--- config.mk ---
export PLATFORM = sky130hd
export DESIGN_NAME = stack_alu_seq
export DESIGN_NICKNAME = d
export VERILOG_FILES = /design/src/rtl/stack_alu_pkg.sv /design/src/rtl/stack_alu_muldiv_iter.sv /design/src/rtl/stack_alu_seq.sv
export SDC_FILE = /design/constraint.sdc
export NUM_CORES = 1
export LEC_CHECK = 0
export CAP_MARGIN = 10
export CORE_ASPECT_RATIO = 0.9
export CORE_UTILIZATION = 30
export DETAILED_ROUTE_END_ITERATION = 16
export GPL_ROUTABILITY_DRIVEN = 0
export HOLD_SLACK_MARGIN = 0.08
export MAX_ROUTING_LAYER = met4
export PLACE_DENSITY = 0.61
export SYNTH_ARGS = -nofsm -noshare
export SYNTH_HDL_FRONTEND = slang
export SYNTH_SLANG_ARGS = --single-unit
--- constraint.sdc ---
create_clock -name clk -period 3.7 [get_ports clk]
set_clock_uncertainty 0.15 [all_clocks]
set_input_delay 0.555 -clock clk [delete_from_list [all_inputs] [get_ports clk]]
set_output_delay 0.555 -clock clk [all_outputs]
set_load 0.02 [all_outputs]
--- src/rtl/stack_alu_pkg.sv ---
// Shared opcode map and FSM state encoding for the sequential stack ALU.
package stack_alu_pkg;

    localparam logic [3:0] OP_ADD   = 4'd0;
    localparam logic [3:0] OP_SUB   = 4'd1;
    localparam logic [3:0] OP_AND   = 4'd2;
    localparam logic [3:0] OP_OR    = 4'd3;
    localparam logic [3:0] OP_XOR   = 4'd4;
    localparam logic [3:0] OP_PASSA = 4'd5;
    localparam logic [3:0] OP_PASSB = 4'd6;
    localparam logic [3:0] OP_EQ    = 4'd7;
    localparam logic [3:0] OP_ZEROA = 4'd8;
    localparam logic [3:0] OP_LTU   = 4'd9;
    localparam logic [3:0] OP_SHL   = 4'd10;
    localparam logic [3:0] OP_SHR   = 4'd11;
    localparam logic [3:0] OP_MUL   = 4'd12;
    localparam logic [3:0] OP_DIV   = 4'd13;

    typedef enum logic [1:0] {
        ST_IDLE = 2'd0,
        ST_BUSY = 2'd1,
        ST_DONE = 2'd2
    } state_t;

endpackage

--- src/rtl/stack_alu_muldiv_iter.sv ---
// Iterative unsigned shift-add multiplier / restoring divider, one bit per cycle.
// The final iteration is presented combinationally while o_done is high.
module stack_alu_muldiv_iter
    import stack_alu_pkg::*;
#(
    parameter int WIDTH = 16
) (
    input  logic             clk,
    input  logic             rst,
    input  logic             i_start,
    input  logic             i_op_div,
    input  logic [WIDTH-1:0] i_a,
    input  logic [WIDTH-1:0] i_b,
    output logic             o_done,
    output logic [WIDTH-1:0] o_result,
    output logic             o_hi_nonzero,
    output logic             o_div_zero
);
    localparam int CW = $clog2(WIDTH);
    localparam logic [CW-1:0] LAST = CW'(WIDTH - 1);

    logic             r_busy;
    logic             r_is_div;
    logic             r_div_zero;
    logic [CW-1:0]    r_cnt;
    // r_hi: product high half or partial remainder; r_lo: multiplier or quotient.
    logic [WIDTH-1:0] r_hi;
    logic [WIDTH-1:0] r_lo;
    logic [WIDTH-1:0] r_opnd;

    logic [WIDTH:0]   w_sum;
    logic [WIDTH:0]   w_shift;
    logic [WIDTH:0]   w_diff;
    logic             w_ge;
    logic [WIDTH-1:0] w_next_hi;
    logic [WIDTH-1:0] w_next_lo;

    always_comb begin
        w_sum     = {1'b0, r_hi} + (r_lo[0] ? {1'b0, r_opnd} : '0);
        w_shift   = {r_hi, r_lo[WIDTH-1]};
        w_diff    = w_shift - {1'b0, r_opnd};
        w_ge      = (w_shift >= {1'b0, r_opnd});
        w_next_hi = w_sum[WIDTH:1];
        w_next_lo = {w_sum[0], r_lo[WIDTH-1:1]};
        if (r_is_div) begin
            w_next_hi = w_ge ? w_diff[WIDTH-1:0] : w_shift[WIDTH-1:0];
            w_next_lo = {r_lo[WIDTH-2:0], w_ge};
        end
    end

    always_ff @(posedge clk or posedge rst) begin
        if (rst) begin
            r_busy     <= 1'b0;
            r_is_div   <= 1'b0;
            r_div_zero <= 1'b0;
            r_cnt      <= '0;
            r_hi       <= '0;
            r_lo       <= '0;
            r_opnd     <= '0;
        end else if (i_start) begin
            r_busy     <= 1'b1;
            r_is_div   <= i_op_div;
            r_div_zero <= i_op_div && (i_b == '0);
            r_cnt      <= '0;
            r_hi       <= '0;
            r_lo       <= i_op_div ? i_a : i_b;
            r_opnd     <= i_op_div ? i_b : i_a;
        end else if (r_busy) begin
            r_hi <= w_next_hi;
            r_lo <= w_next_lo;
            if (r_cnt == LAST) begin
                r_busy <= 1'b0;
                r_cnt  <= '0;
            end else begin
                r_cnt <= r_cnt + 1'b1;
            end
        end
    end

    assign o_done       = r_busy && (r_cnt == LAST);
    assign o_result     = r_div_zero ? '1 : w_next_lo;
    assign o_hi_nonzero = !r_is_div && (|w_next_hi);
    assign o_div_zero   = r_div_zero;

endmodule

--- src/rtl/stack_alu_seq.sv ---
// Sequential stack ALU with valid/ready handshake on both sides.
// Define STACK_ALU_MULDIV_EN to build the iterative multiply/divide datapath.
module stack_alu_seq
    import stack_alu_pkg::*;
#(
    parameter int WIDTH = 16
) (
    input  logic             clk,
    input  logic             rst,
    input  logic             in_valid,
    output logic             in_ready,
    input  logic [3:0]       Oper,
    input  logic [WIDTH-1:0] A,
    input  logic [WIDTH-1:0] B,
    output logic             out_valid,
    input  logic             out_ready,
    output logic [WIDTH-1:0] ALU_Out,
    output logic             Overflow,
    output logic             DivZero
);
    localparam int SW = $clog2(WIDTH);
`ifdef STACK_ALU_MULDIV_EN
    localparam logic UNSUP_OVF = 1'b0;
`else
    localparam logic UNSUP_OVF = 1'b1;
`endif

    state_t           r_state;
    logic [WIDTH-1:0] r_out;
    logic             r_ovf;
    logic             r_dz;

    logic             w_accept;
    logic [WIDTH-1:0] w_sum;
    logic [WIDTH-1:0] w_diff;
    logic [SW-1:0]    w_shamt;
    logic [WIDTH-1:0] w_res;
    logic             w_ovf;

    assign w_accept = in_valid && in_ready;
    assign w_sum    = A + B;
    assign w_diff   = A - B;
    assign w_shamt  = B[SW-1:0];

    always_comb begin
        w_res = '0;
        w_ovf = 1'b0;
        case (Oper)
            OP_ADD: begin
                w_res = w_sum;
                w_ovf = (A[WIDTH-1] == B[WIDTH-1]) && (w_sum[WIDTH-1] != A[WIDTH-1]);
            end
            OP_SUB: begin
                w_res = w_diff;
                w_ovf = (A[WIDTH-1] != B[WIDTH-1]) && (w_diff[WIDTH-1] != A[WIDTH-1]);
            end
            OP_AND:   w_res = A & B;
            OP_OR:    w_res = A | B;
            OP_XOR:   w_res = A ^ B;
            OP_PASSA: w_res = A;
            OP_PASSB: w_res = B;
            OP_EQ:    w_res = {{(WIDTH-1){1'b0}}, (A == B)};
            OP_ZEROA: w_res = {{(WIDTH-1){1'b0}}, (A == '0)};
            OP_LTU:   w_res = {{(WIDTH-1){1'b0}}, (B < A)};
            OP_SHL:   w_res = A << w_shamt;
            OP_SHR:   w_res = A >> w_shamt;
            // Only reaches the output when the iterative datapath is absent.
            OP_MUL, OP_DIV: w_ovf = UNSUP_OVF;
            default: begin
                w_res = '0;
                w_ovf = 1'b0;
            end
        endcase
    end

`ifdef STACK_ALU_MULDIV_EN
    logic             w_is_multi;
    logic             w_md_done;
    logic [WIDTH-1:0] w_md_result;
    logic             w_md_hi_nz;
    logic             w_md_dz;

    assign w_is_multi = (Oper == OP_MUL) || (Oper == OP_DIV);

    stack_alu_muldiv_iter #(.WIDTH(WIDTH)) u_muldiv (
        .clk          (clk),
        .rst          (rst),
        .i_start      (w_accept && w_is_multi),
        .i_op_div     (Oper == OP_DIV),
        .i_a          (A),
        .i_b          (B),
        .o_done       (w_md_done),
        .o_result     (w_md_result),
        .o_hi_nonzero (w_md_hi_nz),
        .o_div_zero   (w_md_dz)
    );
`endif

    always_ff @(posedge clk or posedge rst) begin
        if (rst) begin
            r_state <= ST_IDLE;
            r_out   <= '0;
            r_ovf   <= 1'b0;
            r_dz    <= 1'b0;
        end else begin
            case (r_state)
                ST_IDLE: begin
                    if (w_accept) begin
`ifdef STACK_ALU_MULDIV_EN
                        if (w_is_multi) begin
                            r_state <= ST_BUSY;
                            r_out   <= '0;
                            r_ovf   <= 1'b0;
                            r_dz    <= 1'b0;
                        end else
`endif
                        begin
                            r_state <= ST_DONE;
                            r_out   <= w_res;
                            r_ovf   <= w_ovf;
                            r_dz    <= 1'b0;
                        end
                    end
                end
                ST_BUSY: begin
`ifdef STACK_ALU_MULDIV_EN
                    if (w_md_done) begin
                        r_state <= ST_DONE;
                        r_out   <= w_md_result;
                        r_ovf   <= w_md_hi_nz;
                        r_dz    <= w_md_dz;
                    end
`else
                    r_state <= ST_IDLE;
`endif
                end
                ST_DONE: begin
                    if (out_ready) r_state <= ST_IDLE;
                end
                default: r_state <= ST_IDLE;
            endcase
        end
    end

    assign in_ready  = (r_state == ST_IDLE);
    assign out_valid = (r_state == ST_DONE);
    assign ALU_Out   = r_out;
    assign Overflow  = r_ovf;
    assign DivZero   = r_dz;

endmodule

==> Word-level counts from Yosys, hierarchy flattened <==
Index checks and enable logic that the tools add are counted.
{ "word_totals": {"ff_bits": 19, "input_bits": 40, "out_inout_bits": 20, "word_cells": 46} }
{ "op_classes": {"n_addsub": 2, "order_cmp": 1, "n_eq_ne": 21, "shifts": 2, "n_mux": 5, "n_bitwise": 3, "n_reduce_logical": 9} }
{ "ops": {"columns": ["cell", "n"], "rows": [
  ["$pmux 16 s12", 1],
  ["$eq 4x4->1 const B", 6],
  ["$add 16x16->16", 1],
  ["$and 16x16->16", 1],
  ["$eq 16x16->1", 1],
  ["$eq 4x3->1 const B", 4],
  ["$logic_not 16->1", 1],
  ["$lt 16x16->1", 1],
  ["$or 16x16->16", 1],
  ["$shl 16x4->16", 1],
  ["$shr 16x4->16", 1],
  ["$sub 16x16->16", 1],
  ["$xor 16x16->16", 1],
  ["$eq 4x2->1 const B", 2],
  ["$eq 4x1->1 const B", 1],
  ["$logic_not 4->1", 1],
  ["$mux 2", 2],
  ["$ne 2x1->1 const B", 2],
  ["$pmux 2 s2", 1],
  ["$reduce_and 2->1", 2],
  ["$logic_and 1x1->1", 3],
  ["$ne 1x1->1", 3],
  ["$pmux 1 s3", 1],
  ["$eq 2x2->1 const B", 1],
  ["other kinds (3)", 3]
]} }

==> Longest topological paths before layout <==
{ "depth": {"depth_word": 4, "mapped_depth": 12, "mapped_depth_nobuf": 12} }

==> Worst setup path after synthesis <==
No wires, ideal clock.
{ "synth_timing": {"path_kind": "input -> register", "from": "input port B[1]", "to": "register r_out[13], in the netlist ALU_Out[13]", "setup_time_ps": 121, "arrival_time_ps": 2843, "slack_ps": 586, "stages": 11, "path_buffers": 1, "cell_sequence": "inv_1 > clkbuf_1 > ha_1 > or2_1 > a221oi_2 > o21ai_0 > o221a_2 > mux2i_1 > nor4_1 > nand3_1 > a22o_1"} }
{ "synth_via": {"elab_chain_len": 2} }
{ "synth_rtl": {"columns": ["element", "line", "source"], "rows": [
  ["start: declaration", "stack_alu_seq.sv:14", "input logic [WIDTH-1:0] B,"],
  ["$sub 16x16->16, or another cell as far along", "stack_alu_seq.sv:42", "assign w_diff = A - B;"],
  ["$pmux 16 s12 (*)", "stack_alu_seq.sv:48", "case (Oper)"],
  ["end signal: assignment", "stack_alu_seq.sv:119", "r_out <= w_res;"],
  ["end: declaration", "stack_alu_seq.sv:29", "logic [WIDTH-1:0] r_out;"]
]} }
Every way passes the cells marked *; elsewhere a longest branch is shown, timed or not.
A chain may end at the register's enable or synchronous reset.

==> Worst setup path in the final report <==
{ "layout_timing": {"from": "input port B[0]", "to": "register r_out[14], in the netlist ALU_Out[14]"} }
The elaborated chain is that of the path after synthesis.

==> impl_metrics.tcl <==
set metrics [dict create \
    initial_utilization_pct 31.1 \
    place_area_sq_um 5730 \
    drv_cap 0 \
    syn_nets 765 \
    layout-drive-gt1-share_pct 12.3 \
    top_layer "met4" \
    slew_headroom_pct 23.2 \
    post_cts_buffers 0 \
    grt_usage_pct 23.8 \
    yosysSeqAreaShare_pct 9.71 \
    wl_met3_mm 1.69 \
    worstRegToRegCells 8 \
    tns_ps 0 \
    dr_wl_met2_mm 8.22 \
    r2r_end "ALU_Out[12]" \
    ys_seq_elements 18 \
    drv_slew 0 \
    min_path_type "reg2reg" \
    mostFrequentLayoutCells "nor2_1 (68), buf_4 (65), nand2_1 (63)" \
    ys_warn_count 0 \
    fin_crit_sh_pct 91.7 \
    synthToLayoutAreaGrowth_pct 25.5 \
    syn_area_sq_um 4640 \
    grt_overflow_total 0 \
    min-delay-start "ALU_Out[6]" \
    drtPass1Iterations 8 \
    antenna_cells 0 \
    antenna_found_initial 0 \
    grt_pass1_vias 5281 \
    max_slew.worst_pin.slew_ps 1150 \
    dpl.hpwl_mm 14.9 \
    synth_cells 671 \
    clkSinkCount 18 \
    pwr-share-comb_pct 63.4 \
    worstSetupPathType "in2reg" \
    grt_max_degree 40 \
    ys_async_sr_fraction_pct 100 \
    hold_viol 0 \
    post-route-util_pct 39.0 \
    clk_pin_slew_ps 50 \
    power_density_nw_per_um2 234 \
    ys.flop_type "dfrtp_1" \
    vias_per_cell 5.98 \
    worstReg2RegStart "r_state[1]" \
    synth_area_leaders "ha_1 (14%), dfrtp_1 (9.7%), nor2_1 (5.5%)" \
    drtIter0Drc 708 \
    synth_top_area_cell "ha_1" \
    worst-path-max-fanout 4 \
    timing.hold.worst_endpoint "ALU_Out[6]" \
    die_y_um 120 \
    drt-met1-wl_mm 7.71 \
    rsz0062_at_grt "no" \
    cp.arrival_ps 3390 \
    status "completed" \
    ios 60 \
    clock_latency_ps 250 \
    wl_per_cell_um 19.4 \
    drc_errors 0 \
    final_common_cell "nor2_1" \
    drtAntennaViolNets 0 \
    die_w_um 133 \
    cp.required_ps 3700 \
    syn_avg_cell_area_sq_um 6.91 \
    switching_share_pct 43.9 \
    synth_top_area_share_pct 14.0 \
    cts_resized 0 \
    cts_tree "yes" \
    ys_types 73 \
    p_switching_uw 599 \
    clock_path_buffers 2 \
    share_seq_of_total_power_pct 19.3 \
    final_cell_area_sq_um 5820 \
    finalSetupViolCount 0 \
    cts-root-buf "clkbuf_16" \
    synth_edf_count 0 \
    finalCriticalPeriod_ps 3390 \
    leakagePower_nw 2.52 \
    p_int_uw 766 \
    ff2ff_setup_slack_ps 1340 \
    nets 845 \
    cts-buffers-inserted 3 \
    vdd_drop_max_uv 147 \
    dieArea_sq_um 16000 \
    num_vias 5669 \
    h-tree-depth 1 \
    wirelength_mm 18.4 \
    grt_pass1_wl_mm 28.8 \
    clock_power_share_pct 17.3 \
    fmax_mhz 295 \
    startpoint_type "primary input" \
    hold_depth 2 \
    worstSetupEndpointType "register" \
    hold_buffers 0 \
    core_area_sq_um 14900 \
    rows 42 \
    io_buffers 58 \
]
==> power groups by stage <==
stage                     sequential [mW]  clock [mW]  combinational, mW
after CTS                           0.265       0.242              0.852
after global placement              0.267           0              0.851
final                               0.264       0.236              0.865
after global routing                0.268       0.250              0.932
after floorplan                     0.314           0              0.447
after detailed placement            0.268           0              0.849
==> worst max-delay path by stage <==
stage	endpoint	start	slack, ps
after CTS	ALU_Out[8]	B[0]	300
after detailed placement	ALU_Out[8]	B[0]	60
after floorplan	ALU_Out[13]	B[1]	590
final	ALU_Out[14]	B[0]	310
after global placement	ALU_Out[13]	B[4]	90
after global routing	ALU_Out[14]	B[0]	120
==> through the flow <==
stage | setup slack, ps | total power [mW] | hold slack [ps] | instances
final | 307 | 1.36 | 328 | 948
after global routing | 118 | 1.45 | 367 | 948
after CTS | 305 | 1.36 | 336 | 948
after detailed placement | 58.3 | 1.12 | 324 | 944
after global placement | 90.9 | 1.12 | 316 | 944
after floorplan | 586 | 0.760 | 344 | 671
==> flip-flops by register name, indices dropped and copies added, names as in the netlist <==
register,cells
ALU_Out,16
Overflow,1
r_state,1
==> routing by layer <==
layer | track usage, % | vias to the layer above
met1 | 30.7 | 2620
met5 | - | -
met4 | 10.5 | 0
li1 | - | 2653
met2 | 36.6 | 330
met3 | 3.63 | 66
==> synthesized netlist by cell type, types with 3 or more instances <==
cell type / number
nor2_1: 68
nand4_1: 8
buf_4: 3
mux4_2: 3
and3_1: 4
nor3_1: 30
o2111ai_1: 3
a221o_1: 3
ha_1: 52
a221oi_1: 16
o221ai_1: 6
a22oi_1: 13
nor2b_1: 7
nand2b_1: 15
a211o_1: 3
o22ai_1: 4
o211ai_1: 11
nand2_1: 63
o311ai_1: 3
a31oi_1: 4
clkbuf_1: 25
a211oi_1: 11
a311oi_1: 4
o21a_1: 4
o21ai_0: 46
dfrtp_1: 18
a222oi_1: 4
or2_2: 4
a21o_1: 7
inv_1: 52
nor4_1: 8
mux2i_1: 20
a21oi_1: 49
a22o_1: 5
o31ai_1: 4
nand3_1: 20
nor3b_1: 4
buf_2: 19
==> layout make-up <==
class                      instances  area, sq um
clock buffer                       4         88.8
fill                            1586         9100
sequential                        18          450
timing repair buffer             123         1070
inverter                          52          195
tap                              198          248
multi-input combinational        553         3770
==> cell families after synthesis <==
family | synth area share, %
mux | 6.26
compound gates | 34.4
buf+inv | 9.01
xor+xnor | 0.378
flops | 9.71
simple gates | 25.2
fa+ha+maj | 14.9
other cells | 0.0808
==> critical path, cell delays in order <==
cell and delay (ps):
clkdlybuf4s50_1 550, buf_4 150, ha_1 150, inv_1 50, fa_1 410, nand2b_1 100, a21oi_1 100, o21a_1 200
o41ai_1 250, buf_4 190, nor2b_1 210, o311ai_1 180, o311ai_1 300
Note: power is estimated with default switching activity, not from simulation.
